--- src/rtl/pwm_pattern_pkg.sv ---
// Shared types for the N-channel pattern PWM engine.
// Optional build macro: PWM_POLARITY_EN (per-channel output polarity).
package pwm_pattern_pkg;

  // Command encodings carried on cfg_cmd alongside the cfg_wr strobe.
  typedef enum logic [1:0] {
    CMD_LOAD    = 2'b00,
    CMD_START   = 2'b01,
    CMD_STOP    = 2'b10,
    CMD_RESTART = 2'b11
  } cfg_cmd_e;

  // Per-channel sequencer state.
  typedef enum logic [1:0] {
    ST_IDLE = 2'b00,
    ST_BIT  = 2'b01,
    ST_GAP  = 2'b10,
    ST_DONE = 2'b11
  } ch_state_e;

  // Field widths of the default build, matching the UART decoder fields.
  localparam int DEF_DUTY_W    = 8;
  localparam int DEF_GAP_W     = 16;
  localparam int DEF_REP_W     = 8;
  localparam int DEF_PAT_WIDTH = 16;

  // Channel configuration record as delivered by the command path.
  typedef struct packed {
    logic [DEF_DUTY_W-1:0]    duty;
    logic [DEF_GAP_W-1:0]     gap;
    logic [DEF_REP_W-1:0]     rep;
    logic [DEF_PAT_WIDTH-1:0] pat;
  } ch_cfg_t;

  // A channel counts as running while it is emitting bits or gap cycles.
  function automatic logic state_is_busy(ch_state_e s);
    return (s == ST_BIT) || (s == ST_GAP);
  endfunction

endpackage

--- src/rtl/pwm_pattern_ch.sv ---
// One pattern-PWM channel: shadow/active configuration, sequencer FSM,
// bit/duty/gap/repetition counters and the registered output bit.
// Polarity inputs are tied off by the top unless PWM_POLARITY_EN is defined.
module pwm_pattern_ch
  import pwm_pattern_pkg::*;
#(
  parameter int PAT_WIDTH = 16,
  parameter int DUTY_W    = 8,
  parameter int GAP_W     = 16,
  parameter int REP_W     = 8
) (
  input  logic                 clk,
  input  logic                 rst,
  input  logic                 load,
  input  logic                 start,
  input  logic                 stop,
  input  logic                 restart,
  input  logic [DUTY_W-1:0]    cfg_duty,
  input  logic [GAP_W-1:0]     cfg_gap,
  input  logic [REP_W-1:0]     cfg_rep,
  input  logic [PAT_WIDTH-1:0] cfg_pat,
  input  logic                 pol_wr,
  input  logic                 pol_in,
  output logic                 pwm_out,
  output ch_state_e            state
);

  localparam int BW = (PAT_WIDTH > 1) ? $clog2(PAT_WIDTH) : 1;
  localparam logic [BW-1:0] LAST_BIT = BW'(PAT_WIDTH - 1);

  typedef struct packed {
    logic [DUTY_W-1:0]    duty;
    logic [GAP_W-1:0]     gap;
    logic [REP_W-1:0]     rep;
    logic [PAT_WIDTH-1:0] pat;
  } cfg_t;

  ch_state_e         state_q, state_n;
  cfg_t              shadow_q, shadow_n;
  cfg_t              active_q, active_n;
  cfg_t              cfg_in;
  logic [BW-1:0]     bit_idx_q, bit_idx_n;
  logic [DUTY_W-1:0] duty_cnt_q, duty_cnt_n;
  logic [GAP_W-1:0]  gap_cnt_q, gap_cnt_n;
  logic [REP_W-1:0]  rep_cnt_q, rep_cnt_n;
  logic [REP_W-1:0]  rep_inc;
  logic [DUTY_W-1:0] duty_last;
  logic [GAP_W-1:0]  gap_last;
  logic              eop;
  logic              running;
  logic              raw_q, raw_n;
  logic              pol_q;

  assign state   = state_q;
  assign pwm_out = raw_q ^ pol_q;

  // Next-state logic: sequencing first, then commands override it.
  always_comb begin
    cfg_in.duty = cfg_duty;
    cfg_in.gap  = cfg_gap;
    cfg_in.rep  = cfg_rep;
    cfg_in.pat  = cfg_pat;

    // A load lands in the shadow set; a coincident boundary already sees it.
    shadow_n   = load ? cfg_in : shadow_q;
    active_n   = active_q;
    state_n    = state_q;
    bit_idx_n  = bit_idx_q;
    duty_cnt_n = duty_cnt_q;
    gap_cnt_n  = gap_cnt_q;
    rep_cnt_n  = rep_cnt_q;
    eop        = 1'b0;
    running    = state_is_busy(state_q);

    // duty=0 behaves as one cycle per bit; gap_last only matters when gap!=0.
    duty_last = (active_q.duty == '0) ? '0 : active_q.duty - 1'b1;
    gap_last  = active_q.gap - 1'b1;
    rep_inc   = (rep_cnt_q == '1) ? rep_cnt_q : rep_cnt_q + 1'b1;

    case (state_q)
      ST_BIT: begin
        if (duty_cnt_q >= duty_last) begin
          duty_cnt_n = '0;
          if (bit_idx_q == LAST_BIT) begin
            if (active_q.gap != '0) begin
              state_n   = ST_GAP;
              gap_cnt_n = '0;
            end else begin
              eop = 1'b1;
            end
          end else begin
            bit_idx_n = bit_idx_q + 1'b1;
          end
        end else begin
          duty_cnt_n = duty_cnt_q + 1'b1;
        end
      end
      ST_GAP: begin
        if (gap_cnt_q >= gap_last) begin
          eop = 1'b1;
        end else begin
          gap_cnt_n = gap_cnt_q + 1'b1;
        end
      end
      ST_DONE: begin
        state_n = ST_IDLE;
      end
      default: begin
        state_n = ST_IDLE;
      end
    endcase

    // End of one pattern repetition: finish, or pick up the shadow set.
    if (eop) begin
      rep_cnt_n = rep_inc;
      if ((active_q.rep != '0) && (rep_inc == active_q.rep)) begin
        state_n = ST_DONE;
      end else begin
        active_n   = shadow_n;
        state_n    = ST_BIT;
        bit_idx_n  = '0;
        duty_cnt_n = '0;
        gap_cnt_n  = '0;
      end
    end

    // Stop wins over everything; start only acts on a non-running channel.
    if (stop) begin
      state_n    = ST_IDLE;
      bit_idx_n  = '0;
      duty_cnt_n = '0;
      gap_cnt_n  = '0;
      rep_cnt_n  = '0;
    end else if (restart || (start && !running)) begin
      active_n   = cfg_in;
      state_n    = ST_BIT;
      bit_idx_n  = '0;
      duty_cnt_n = '0;
      gap_cnt_n  = '0;
      rep_cnt_n  = '0;
    end

    raw_n = (state_n == ST_BIT) ? active_n.pat[bit_idx_n] : 1'b0;
  end

  // State, configuration and output registers.
  always_ff @(posedge clk) begin
    if (rst) begin
      state_q    <= ST_IDLE;
      shadow_q   <= '0;
      active_q   <= '0;
      bit_idx_q  <= '0;
      duty_cnt_q <= '0;
      gap_cnt_q  <= '0;
      rep_cnt_q  <= '0;
      raw_q      <= 1'b0;
      pol_q      <= 1'b0;
    end else begin
      state_q    <= state_n;
      shadow_q   <= shadow_n;
      active_q   <= active_n;
      bit_idx_q  <= bit_idx_n;
      duty_cnt_q <= duty_cnt_n;
      gap_cnt_q  <= gap_cnt_n;
      rep_cnt_q  <= rep_cnt_n;
      raw_q      <= raw_n;
      if (pol_wr) begin
        pol_q <= pol_in;
      end
    end
  end

endmodule

--- src/rtl/pwm_pattern_array.sv ---
// N-channel pattern PWM engine. Decodes the channel mask and command into
// per-channel strobes and replicates pwm_pattern_ch once per channel.
// Optional build macro: PWM_POLARITY_EN adds cfg_pol and per-channel polarity.
//
// Interface timing: cfg_wr is a one-cycle strobe with no back-pressure; the
// command is always accepted in the cycle it is presented. valid is a
// one-cycle completion pulse per channel with no ready; it coincides with
// busy falling and never occurs for infinite-repetition runs or stops.
module pwm_pattern_array
  import pwm_pattern_pkg::*;
#(
  parameter int _CH_NUM    = 8,
  parameter int _PAT_WIDTH = 16,
  parameter int _DUTY_W    = 8,
  parameter int _GAP_W     = 16,
  parameter int _REP_W     = 8
) (
  input  logic                  clk,
  input  logic                  rst,
  input  logic                  cfg_wr,
  input  logic [_CH_NUM-1:0]    cfg_ch_mask,
  input  logic [1:0]            cfg_cmd,
  input  logic [_DUTY_W-1:0]    cfg_duty,
  input  logic [_GAP_W-1:0]     cfg_gap,
  input  logic [_REP_W-1:0]     cfg_rep,
  input  logic [_PAT_WIDTH-1:0] cfg_pat,
`ifdef PWM_POLARITY_EN
  input  logic [_CH_NUM-1:0]    cfg_pol,
`endif
  output logic [_CH_NUM-1:0]    pwm_out,
  output logic [_CH_NUM-1:0]    busy,
  output logic [_CH_NUM-1:0]    valid
);

  cfg_cmd_e  cmd;
  ch_state_e ch_state [_CH_NUM];

  assign cmd = cfg_cmd_e'(cfg_cmd);

  for (genvar i = 0; i < _CH_NUM; i++) begin : g_ch
    logic sel;
    logic load_s;
    logic start_s;
    logic stop_s;
    logic restart_s;
    logic pol_wr;
    logic pol_in;

    assign sel       = cfg_wr & cfg_ch_mask[i];
    assign load_s    = sel & (cmd != CMD_STOP);
    assign start_s   = sel & (cmd == CMD_START);
    assign stop_s    = sel & (cmd == CMD_STOP);
    assign restart_s = sel & (cmd == CMD_RESTART);

`ifdef PWM_POLARITY_EN
    assign pol_wr = load_s;
    assign pol_in = cfg_pol[i];
`else
    assign pol_wr = 1'b0;
    assign pol_in = 1'b0;
`endif

    pwm_pattern_ch #(
      .PAT_WIDTH (_PAT_WIDTH),
      .DUTY_W    (_DUTY_W),
      .GAP_W     (_GAP_W),
      .REP_W     (_REP_W)
    ) u_ch (
      .clk      (clk),
      .rst      (rst),
      .load     (load_s),
      .start    (start_s),
      .stop     (stop_s),
      .restart  (restart_s),
      .cfg_duty (cfg_duty),
      .cfg_gap  (cfg_gap),
      .cfg_rep  (cfg_rep),
      .cfg_pat  (cfg_pat),
      .pol_wr   (pol_wr),
      .pol_in   (pol_in),
      .pwm_out  (pwm_out[i]),
      .state    (ch_state[i])
    );

    assign busy[i]  = state_is_busy(ch_state[i]);
    assign valid[i] = (ch_state[i] == ST_DONE);
  end

endmodule
--- config.mk ---
export PLATFORM = sky130hd
export DESIGN_NAME = pwm_pattern_array
export DESIGN_NICKNAME = d
export VERILOG_FILES = /design/src/rtl/pwm_pattern_pkg.sv /design/src/rtl/pwm_pattern_ch.sv /design/src/rtl/pwm_pattern_array.sv
export SDC_FILE = /design/constraint.sdc
export NUM_CORES = 2
export LEC_CHECK = 0
export CELL_PAD_IN_SITES_DETAIL_PLACEMENT = 2
export CELL_PAD_IN_SITES_GLOBAL_PLACEMENT = 2
export CORE_UTILIZATION = 34
export DETAILED_ROUTE_END_ITERATION = 16
export PLACE_DENSITY_LB_ADDON = 0.2
export SYNTH_ARGS = -nofsm -noshare
export SYNTH_HDL_FRONTEND = slang
export SYNTH_SLANG_ARGS = --single-unit
--- constraint.sdc ---
create_clock -name clk -period 4.18 [get_ports clk]
set_input_delay 0.836 -clock clk [delete_from_list [all_inputs] [get_ports clk]]
set_output_delay 0.836 -clock clk [all_outputs]
set_load 0.05 [all_outputs]
==> impl_metrics.tcl <==
set metrics [dict create \
    portBuffers 84 \
    wl_met3_um 9730 \
    die_w_um 415 \
    startpoint "g_ch[7].u_ch.active_q[35]$_SDFF_PP0_" \
    synth.top_cell.area_share 0.373 \
    cp.arrival_ns 5.24 \
    syn_nets 8075 \
    synth_top_area_cell "dfxtp_1" \
    areaGrowthSynthToFinish_pct 26.6 \
    grt_pass1_wl_um 377000 \
    cts.path.max_buffers 3 \
    drt-met1-wl_um 113000 \
    cts-root-buf "clkbuf_16" \
    drive_gt1_frac 0.189 \
    synth_cells 7742 \
    syn_area_per_cell_um2 7.49 \
    grt_pass1_vias 63700 \
    drc 0 \
    die_y_um 415 \
    max_freq_mhz 221 \
    yosys_warnings 0 \
    fill_cells 18800 \
    hold_start "g_ch[3].u_ch.shadow_q[37]$_SDFF_PP0_" \
    drt-total-wl_um 256000 \
    nNetsFinal 8537 \
    synth-main-ff-cell "dfxtp_1" \
    dp_slack_ns -0.454 \
    leakagePower_uw 0.0284 \
    yosysSeqAreaShare 0.373 \
    viasPerCell 5.71 \
    clkSinkCount 1080 \
    ir_drop_mv 0.444 \
    rows 151 \
    tightest_slew_ns 1.20 \
    highest_layer "met5" \
    critPathLaunchType "flip-flop" \
    ant_nets 0 \
    utilization 0.433 \
    hold_slack_ns 0.452 \
    die_area_um2 172000 \
    synth-seq-cells 1080 \
    worstPathCellList "nor4_4, nand2b_1, buf_4, nor3_4, xnor2_2, ha_1, nand4_1, or4_4, o32ai_4, nor2_4, o2bb2ai_4, a21boi_4, buf_12, buf_6, buf_4, nand3_1, a21oi_1, a211oi_2, a21oi_1, a221oi_2, o211ai_1" \
    cts_hold_buf 0 \
    routed-via-count 60100 \
    antenna_found_initial 20 \
    grt-ovfl-total 0 \
    wl_met2_um 124000 \
    hold_viol 0 \
    cts_buffers 138 \
    max_slew_margin 0.200 \
    violations "negative setup slack" \
    drv_cap 0 \
    htreeDepth 4 \
    async_flop_share 0 \
    required_ns 4.89 \
    layout.cells.non_filler 10500 \
    clk_latency_ns 0.80 \
    gp_congestion 0.863 \
    rsz0062_at_grt "yes" \
    grt_use_total 0.276 \
    cp_max_fo 7 \
    maxSlewViolCount 0 \
    path_class "flip-flop to flip-flop" \
    total_power_uw 28000 \
    yosys-top-cells-area "dfxtp_1 (37%), nor2_1 (7.9%), nand2_1 (7.5%)" \
    setup_viol 46 \
    drt_iter0_markers 3241 \
    cp-end-kind "flip-flop" \
    start_util 0.342 \
    crit_buf_inv 4 \
    yosys.cell_count.top_type "nor2_1" \
    grt_max_degree 142 \
    cts_tree "done" \
    synth_edf_count 0 \
    skew_ns 0.0336 \
    cp_slowest_stage_delay_ns 0.56 \
    reg2reg_from "g_ch[7].u_ch.active_q[35]$_SDFF_PP0_" \
    dp_cells 10100 \
    path_clk_slew_ns 0.06 \
    wire_per_inst_um 24.3 \
    layout_min_cycle_time_ns 4.53 \
    powerDensity_nw_per_um2 381 \
    fin_crit_sh 1.08 \
    crit_family "simple AND/OR/NAND/NOR gates" \
    hpwl_um 161000 \
    hold_path.class "flip-flop to flip-flop" \
    synth_cell_type_count 117 \
    status "finished, violations left" \
    yosys-top-cells-count "nor2_1 (1225), nand2_1 (1164), dfxtp_1 (1080)" \
    cpMaxStageDelayCell "or4_4" \
    fin_ws_ns -0.354 \
    pin_count 85 \
    synth_area_um2 58000 \
    firstDrtPassIters 5 \
    coreArea_um2 169000 \
]
[layer usage]
metal | GRT usage | vias up
li1 | - | 27900
met1 | 0.354 | 30700
met2 | 0.477 | 1053
met3 | 0.0320 | 411
met4 | 0.0905 | 2
met5 | 0 | -
[through the flow]
stage | instance area, um2 | setup TNS, ns
2_1_floorplan | 58100 | -0.0350
3_3_place_gp | 64600 | -3.64
5_1_grt | 73500 | -18.87
4_1_cts | 70500 | -0.391
3_5_place_dp | 64600 | -31.04
6_report | 73500 | -6.07
[what timing repair did]
item,4_1_cts,5_1_grt
setup buffers,34,105
pin swaps,73,248
gates resized for setup,168,439
cloned,5,12
setup endpoints to repair,330,342
[report_power, final]
part           leakage (uW)  internal [uW]  switching, uW  total (uW)
Clock               0.00231           7580           5080       12700
Sequential          0.00879          10600            282       10900
Combinational        0.0173           1720           2680        4400
Total                0.0284          20000           8040       28000
[path summary, 6_finish.rpt]
| path | cells after the start | endpoint | slack (ns) |
|---|---|---|---|
| max | 21 | g_ch[7].u_ch.raw_q$_SDFF_PP0_ | -0.35 |
| min | 2 | g_ch[3].u_ch.shadow_q[37]$_SDFF_PP0_ | 0.45 |
| max reg2reg | 21 | g_ch[7].u_ch.raw_q$_SDFF_PP0_ | -0.35 |
| min reg2reg | 2 | g_ch[3].u_ch.shadow_q[37]$_SDFF_PP0_ | 0.45 |
[cell usage in the layout, fill, tap and decap left out, types with 61 or more instances in the layout]
cell	Yosys	final
nor2_1	1225	1176
nand2_1	1164	1137
nor3_1	219	184
xor2_1	124	123
o22ai_1	181	162
clkbuf_16	0	151
o21ai_0	425	394
buf_4	26	674
ha_1	272	261
xnor2_1	163	153
nand3_1	124	112
dfxtp_1	1080	1064
or3_1	79	61
inv_1	131	125
a21oi_1	862	804
nand4_1	93	93
[worst reg2reg max path: cells and delay by family, from the launching register on]
| kind | cells | cell delay [ns] |
|---|---|---|
| buffers and inverters | 4 | 0.64 |
| and+or+nand+nor | 7 | 1.60 |
| DFF | 1 | 0.34 |
| xor gates and xnor gates | 1 | 0.09 |
| AOI/OAI and AO/OA | 8 | 1.42 |
| adders and majority gates | 1 | 0.37 |
[cell type report]
cell class,instances,area (um2),area share
clock buffer,192,4030,0.0549
clock inverter,47,669,0.00911
antenna,4,10.0,0.000136
timing repair buffer,855,7440,0.101
sequential,1080,21600,0.295
tap,2218,2780,0.0378
inverter,133,502,0.00683
multi-input combinational,5996,36400,0.495
[state kept, by name (all words and copies together) (netlist names)]
name / cells
g_ch.u_ch.duty_cnt_q: 64
g_ch.u_ch.bit_idx_q: 32
g_ch.u_ch.rep_cnt_q: 64
g_ch.u_ch.raw_q: 8
g_ch.u_ch.state: 16
g_ch.u_ch.shadow_q: 384
g_ch.u_ch.active_q: 384
g_ch.u_ch.gap_cnt_q: 128
[cells by family (layout without fill, tap and decap cells)]
kind of cell / count (synthesis) / in the layout / share of synthesized area
simple gates: 3351 / 3351 / 0.256
compound gates: 1983 / 1986 / 0.204
flops: 1080 / 1080 / 0.373
buf+inv: 669 / 1227 / 0.0469
xor+xnor: 287 / 287 / 0.0433
fa+ha+maj: 272 / 272 / 0.0587
mux: 100 / 100 / 0.0182
other cells: 0 / 4 / 0
No activity file was read; power rests on OpenSTA's default activity.
